==> src/rtl/bcd_counter_display.sv <==
// bcd_counter_display
//   Multi-digit BCD up/down counter stepped by three push-buttons and shown on a
//   time-multiplexed seven-segment display.
//
//   Parameters
//     DIGITS          number of BCD digits (1..8)
//     DEBOUNCE_CYCLES stable cycles needed to accept a button level change (>=2)
//     REFRESH_CYCLES  cycles each digit stays enabled per scan step (>=2)
//     BLANK_LZ        1 = blank leading zeros above digit 0
//
//   Ports
//     clk        system clock, rising edge
//     reset_n    asynchronous active-low reset
//     btn_inc    raw increment button (async, active-high)
//     btn_dec    raw decrement button (async, active-high)
//     btn_clr    raw clear button (async, active-high, level acts while held)
//     seg        segments {top, upper-left, upper-right, middle, lower-right, lower-left, bottom}
//     digit_en   one-hot digit enable
//     count_bcd  current count, digit i in [4i+3:4i]
//     wrap       one-cycle pulse when the count wraps in either direction

// Per-button conditioner: 2-flop synchroniser followed by a counting debouncer.
module bcd_btn_cond #(
    parameter int DEBOUNCE_CYCLES = 500000
) (
    input  logic clk,
    input  logic reset_n,
    input  logic btn_raw,
    output logic level
);
    localparam int CW = $clog2(DEBOUNCE_CYCLES);
    localparam logic [CW-1:0] CNT_LAST = CW'(DEBOUNCE_CYCLES - 1);

    logic [1:0]    sync;
    logic [CW-1:0] cnt;
    logic          level_q;

    always_ff @(posedge clk or negedge reset_n) begin
        if (!reset_n) begin
            sync    <= 2'b00;
            cnt     <= '0;
            level_q <= 1'b0;
        end else begin
            sync <= {sync[0], btn_raw};
            if (sync[1] == level_q) begin
                cnt <= '0;
            end else if (cnt == CNT_LAST) begin
                // Input has disagreed with the accepted level long enough.
                level_q <= sync[1];
                cnt     <= '0;
            end else begin
                cnt <= cnt + 1'b1;
            end
        end
    end

    assign level = level_q;
endmodule

module bcd_counter_display #(
    parameter int DIGITS          = 4,
    parameter int DEBOUNCE_CYCLES = 500000,
    parameter int REFRESH_CYCLES  = 100000,
    parameter int BLANK_LZ        = 1
) (
    input  logic                  clk,
    input  logic                  reset_n,
    input  logic                  btn_inc,
    input  logic                  btn_dec,
    input  logic                  btn_clr,
    output logic [6:0]            seg,
    output logic [DIGITS-1:0]     digit_en,
    output logic [4*DIGITS-1:0]   count_bcd,
    output logic                  wrap
);
    localparam int IW = (DIGITS > 1) ? $clog2(DIGITS) : 1;
    localparam int RW = $clog2(REFRESH_CYCLES);
    localparam logic [IW-1:0] IDX_LAST = IW'(DIGITS - 1);
    localparam logic [RW-1:0] REF_LAST = RW'(REFRESH_CYCLES - 1);

    // ---------------- button conditioning: lane 0 inc, 1 dec, 2 clr
    logic [2:0] btn_raw;
    logic [2:0] lvl;
    logic [1:0] lvl_q;
    logic       inc_p, dec_p, clr_l;

    assign btn_raw = {btn_clr, btn_dec, btn_inc};

    genvar b;
    generate
        for (b = 0; b < 3; b++) begin : g_btn
            bcd_btn_cond #(.DEBOUNCE_CYCLES(DEBOUNCE_CYCLES)) u_cond (
                .clk     (clk),
                .reset_n (reset_n),
                .btn_raw (btn_raw[b]),
                .level   (lvl[b])
            );
        end
    endgenerate

    // Only press edges of inc/dec step the count; clear acts on its level.
    always_ff @(posedge clk or negedge reset_n) begin
        if (!reset_n) lvl_q <= 2'b00;
        else          lvl_q <= lvl[1:0];
    end

    assign inc_p = lvl[0] & ~lvl_q[0];
    assign dec_p = lvl[1] & ~lvl_q[1];
    assign clr_l = lvl[2];

    // ---------------- BCD counter
    logic [DIGITS-1:0][3:0] cnt, inc_val, dec_val, cnt_nxt;
    logic                   inc_c, dec_b, wrap_nxt;

    // Ripple carry/borrow; a carry/borrow surviving the top digit means wrap.
    always_comb begin
        inc_val = cnt;
        dec_val = cnt;
        inc_c   = 1'b1;
        dec_b   = 1'b1;
        for (int i = 0; i < DIGITS; i++) begin
            if (inc_c) begin
                if (cnt[i] == 4'd9) begin
                    inc_val[i] = 4'd0;
                end else begin
                    inc_val[i] = cnt[i] + 4'd1;
                    inc_c      = 1'b0;
                end
            end
            if (dec_b) begin
                if (cnt[i] == 4'd0) begin
                    dec_val[i] = 4'd9;
                end else begin
                    dec_val[i] = cnt[i] - 4'd1;
                    dec_b      = 1'b0;
                end
            end
        end
    end

    always_comb begin
        cnt_nxt  = cnt;
        wrap_nxt = 1'b0;
        if (clr_l) begin
            cnt_nxt = '0;
        end else if (inc_p && dec_p) begin
            cnt_nxt = cnt;
        end else if (inc_p) begin
            cnt_nxt  = inc_val;
            wrap_nxt = inc_c;
        end else if (dec_p) begin
            cnt_nxt  = dec_val;
            wrap_nxt = dec_b;
        end
    end

    always_ff @(posedge clk or negedge reset_n) begin
        if (!reset_n) begin
            cnt  <= '0;
            wrap <= 1'b0;
        end else begin
            cnt  <= cnt_nxt;
            wrap <= wrap_nxt;
        end
    end

    assign count_bcd = cnt;

    // ---------------- display scan
    logic [RW-1:0] refresh;
    logic [IW-1:0] scan_idx;

    always_ff @(posedge clk or negedge reset_n) begin
        if (!reset_n) begin
            refresh  <= '0;
            scan_idx <= '0;
        end else if (refresh == REF_LAST) begin
            refresh  <= '0;
            scan_idx <= (scan_idx == IDX_LAST) ? '0 : scan_idx + 1'b1;
        end else begin
            refresh <= refresh + 1'b1;
        end
    end

    // hi_zero[i]: digit i and all digits above it are zero.
    logic [DIGITS-1:0] hi_zero;
    always_comb begin
        hi_zero = '0;
        hi_zero[DIGITS-1] = (cnt[DIGITS-1] == 4'd0);
        for (int i = DIGITS - 2; i >= 0; i--) begin
            hi_zero[i] = hi_zero[i+1] && (cnt[i] == 4'd0);
        end
    end

    logic [3:0] cur_digit;
    logic       blank;

    assign digit_en  = DIGITS'(1) << scan_idx;
    assign cur_digit = cnt[scan_idx];
    assign blank     = (BLANK_LZ != 0) && (scan_idx != '0) && hi_zero[scan_idx];

    always_comb begin
        seg = 7'h08;
        if (!blank) begin
            case (cur_digit)
                4'd0:    seg = 7'h77;
                4'd1:    seg = 7'h14;
                4'd2:    seg = 7'h5B;
                4'd3:    seg = 7'h5D;
                4'd4:    seg = 7'h3C;
                4'd5:    seg = 7'h6D;
                4'd6:    seg = 7'h2F;
                4'd7:    seg = 7'h54;
                4'd8:    seg = 7'h7F;
                4'd9:    seg = 7'h7C;
                default: seg = 7'h08;
            endcase
        end else begin
            seg = 7'h00;
        end
    end
endmodule

==> config.mk <==
export PLATFORM = sky130hd
export DESIGN_NAME = bcd_counter_display
export DESIGN_NICKNAME = d
export VERILOG_FILES = /design/src/rtl/bcd_counter_display.sv
export SDC_FILE = /design/constraint.sdc
export NUM_CORES = 1
export LEC_CHECK = 0
export BUFFER_PORTS_ARGS = -buffer_cell sky130_fd_sc_hd__buf_2
export CELL_PAD_IN_SITES_DETAIL_PLACEMENT = 0
export CELL_PAD_IN_SITES_GLOBAL_PLACEMENT = 1
export CORE_MARGIN = 2
export CORE_UTILIZATION = 48
export DETAILED_ROUTE_END_ITERATION = 7
export GPL_TIMING_DRIVEN = 0
export PLACE_DENSITY_LB_ADDON = 0.1
export SYNTH_ARGS = -nofsm -noshare
export SYNTH_HDL_FRONTEND = slang
export SYNTH_HIERARCHICAL = 1
export SYNTH_SLANG_ARGS = --single-unit
export TNS_END_PERCENT = 20
==> constraint.sdc <==
create_clock -name clk -period 2.15 [get_ports clk]
set_input_delay 0.215 -clock clk [delete_from_list [all_inputs] [get_ports clk]]
set_output_delay 0.215 -clock clk [all_outputs]
set_load 0.02 [all_outputs]
==> results_dict.tcl <==
set metrics [dict create \
    dieArea_sq_mm 0.0134 \
    initial_utilization 0.496 \
    crit_chain "buf_6 > mux4_2 > inv_2 > ha_4 > a21oi_2 > mux2_4 > nor2_4 > buf_6" \
    rows 40 \
    worst-path-buf-inv 3 \
    cp_slowest_stage_delay_ns 0.57 \
    initialDrtViolationCount 362 \
    max-clock-path-buffers 2 \
    track_usage 0.209 \
    grt_max_degree 73 \
    root_buffer "clkbuf_16" \
    critical_path_class "flip-flop to output port" \
    synth_cell_types 71 \
    synth_edf_count 0 \
    overflow 0 \
    layout.nets 724 \
    numCtsBuffers 9 \
    clock-skew-final_ns 0.00638 \
    vdd_ir_drop_max_mv 0.498 \
    rsz0062_at_grt "yes" \
    final_util 0.588 \
    tns_ns -1.65 \
    endpoint_kind "output port" \
    first_pass_iters 5 \
    syn_area_sq_mm 0.00601 \
    r2r-start "g_btn[1].u_cond/cnt[0]" \
    vias 4831 \
    drcViolationCount 0 \
    grt_pass1_vias 4608 \
    wl_per_cell_microns 15.1 \
    clock_latency_ns 0.35 \
    reg2regPathDepth 5 \
    cap_violations 0 \
    worstMarginPinSlew_ns 0.623 \
    antenna_found_initial 0 \
    power_leakage_nw 3.07 \
    slowest_stage "mux4_2" \
    crit_cells 8 \
    cellPowerDensity_mw_per_mm2 529 \
    dieHeight_microns 116 \
    cts_tree "yes" \
    outcome "complete, but fails checks" \
    arrival_ns 2.26 \
    crit_start "scan_idx[0]" \
    worst_path_most_repeated_cell "buf_6" \
    relSlewSlack 0.585 \
    synth_flop_cell "dfrtp_1" \
    syn_nets 652 \
    gp_congestion 0.845 \
    critPathRequiredTime_ns 1.93 \
    cts.sinks 104 \
    synthCells 635 \
    die-width_microns 116 \
    cp-start-kind "flip-flop" \
    hold_viol 0 \
    synth-async-reset-ratio 1.00 \
    yosysSeqAreaShare 0.433 \
    port_buffers 32 \
    diodes 0 \
    dp_hpwl_mm 8.98 \
    grt_first_pass_wirelength_mm 22.3 \
    area_growth_pct 18.4 \
    fmax_mhz 405 \
    cts-htree-levels 3 \
    finalWirelength_mm 13.3 \
    final_max_slew_viol_count 0 \
    final-setup-viol-count 7 \
    drive_gt1_frac 0.210 \
    period_needed_ns 2.47 \
    drtAntennaViolNets 0 \
    failed_checks "setup timing" \
    core_region_area_sq_mm 0.0121 \
    via_per_inst 5.50 \
    avgSynthCellArea_sq_um 9.47 \
    yosysWarnings 6 \
    setup_slack_ns -0.321 \
    cp_top_family "multiplexers" \
    synth.ff_latch_count 104 \
    min_path_type "input port to asynchronous set/reset pin" \
    path_max_fanout 5 \
    pin_count 33 \
    fin_crit_sh 1.15 \
    clkTransAtPathRegs_ns 0.07 \
]
-- placed cells by master (no fill, tap or decap), drive strengths merged, types with 4 or more instances in the layout --
cell / netlist / routed
a21oi: 32 / 32
and3: 8 / 8
and4: 4 / 4
buf: 22 / 79
clkbuf: 8 / 19
dfrtp: 104 / 104
dlygate4sd3: 0 / 4
ha: 12 / 12
inv: 25 / 25
mux2: 7 / 7
mux4: 4 / 4
nand2: 46 / 46
nand2b: 6 / 6
nand3: 34 / 34
nand4: 21 / 21
nor2: 89 / 89
nor2b: 8 / 8
nor3: 20 / 20
nor4: 23 / 23
o21ai: 26 / 26
o41ai: 4 / 4
or2: 4 / 4
or3: 14 / 14
xnor2: 45 / 45
xor2: 18 / 18
-- Yosys cell counts, types with 4 or more instances --
library cell	number	area, sq um
xor2_1	18	158
nand4_1	19	119
inv_1	25	93.8
nand2b_1	6	37.5
nor4_2	5	62.6
xnor2_1	45	394
nand2_1	44	165
mux2_4	4	60.1
and3_1	8	50.1
and4_1	4	35.0
buf_2	17	85.1
a21oi_1	31	155
dfrtp_1	104	2600
ha_1	12	150
nor3_1	20	100
nand3_1	34	170
nor4_1	18	113
nor2_1	87	327
or3_1	13	81.3
nor2b_1	8	50.1
mux4_2	4	90.1
clkbuf_1	8	30.0
o21ai_1	6	30.0
o21ai_0	20	100
-- layer usage --
| metal | vias up | share of wire | GRT usage |
|---|---|---|---|
| met3 | 10 | 0.033 | 0.0387 |
| met2 | 73 | 0.49 | 0.337 |
| met1 | 2365 | 0.47 | 0.289 |
| met5 | - | 0 | 0 |
| met4 | 0 | 0.010 | 0.0603 |
| li1 | 2383 | - | - |
-- state kept, by name, summed over array words and instances, names as in the netlist --
signal and flops:
count_bcd 16, g_btn.u_cond/cnt 57, g_btn.u_cond/level 3, g_btn.u_cond/sync 6
lvl_q 2, refresh 17, scan_idx 2, wrap 1
-- logic make-up (layout without fill, tap and decap cells) --
group | after synthesis | count (layout) | synth area share
compound gates | 93 | 93 | 0.112
xor+xnor | 63 | 63 | 0.0918
fa+ha+maj | 12 | 12 | 0.0250
buf+inv | 56 | 132 | 0.0429
flops | 104 | 104 | 0.433
mux | 14 | 14 | 0.0356
simple gates | 293 | 293 | 0.260
-- final timing paths --
kind / endpoint / slack (ns)
worst max-delay path: seg[0] / -0.32
worst min-delay path: g_btn[2].u_cond/cnt[7] / 0.36
worst max register to register: g_btn[1].u_cond/cnt[18] / 0.11
worst min register to register: g_btn[1].u_cond/sync[1] / 0.36
max in group asynchronous: refresh[1] / 1.08
min in group clk: g_btn[1].u_cond/sync[1] / 0.36
-- through the flow --
step	total power (W)	cells	area (sq um)	worst slack (ns)	hold slack [ns]
2_1_floorplan	0.00208	635	6020	-0.0408	-0.0806
3_3_place_gp	0.00214	835	6390	-0.301	0.324
3_5_place_dp	0.00214	836	6420	-0.188	0.200
4_1_cts	0.00383	875	7030	-0.304	0.360
5_1_grt	0.00392	879	7120	-0.395	0.363
6_report	0.00376	879	7120	-0.321	0.356
-- layout make-up --
class / instances / area, sq um
Sequential cell: 104 / 2600
Timing Repair Buffer: 61 / 450
Clock inverter: 4 / 53.8
Tap cell: 168 / 210
Multi-Input combinational cell: 475 / 3270
Buffer: 30 / 189
Fill cell: 1073 / 4990
Clock buffer: 11 / 243
Inverter: 26 / 101
-- power breakdown --
group	total (W)	switching [W]	internal (W)	leakage (nW)
clock network	0.00165	0.000718	0.000933	0.138
logic	0.000119	0.0000795	0.0000393	1.52
registers	0.00199	0.0000170	0.00197	1.42
total	0.00376	0.000815	0.00295	3.07
-- repair_timing --
action,CTS,global route
hold buffers,4,0
hold endpoints to repair,35,0
cloned,0,0
endpoints found under the setup margin,7,38
pin swaps,8,8
resized for setup,31,12
buffers inserted,20,5
No activity file was read; power rests on OpenSTA's default activity.
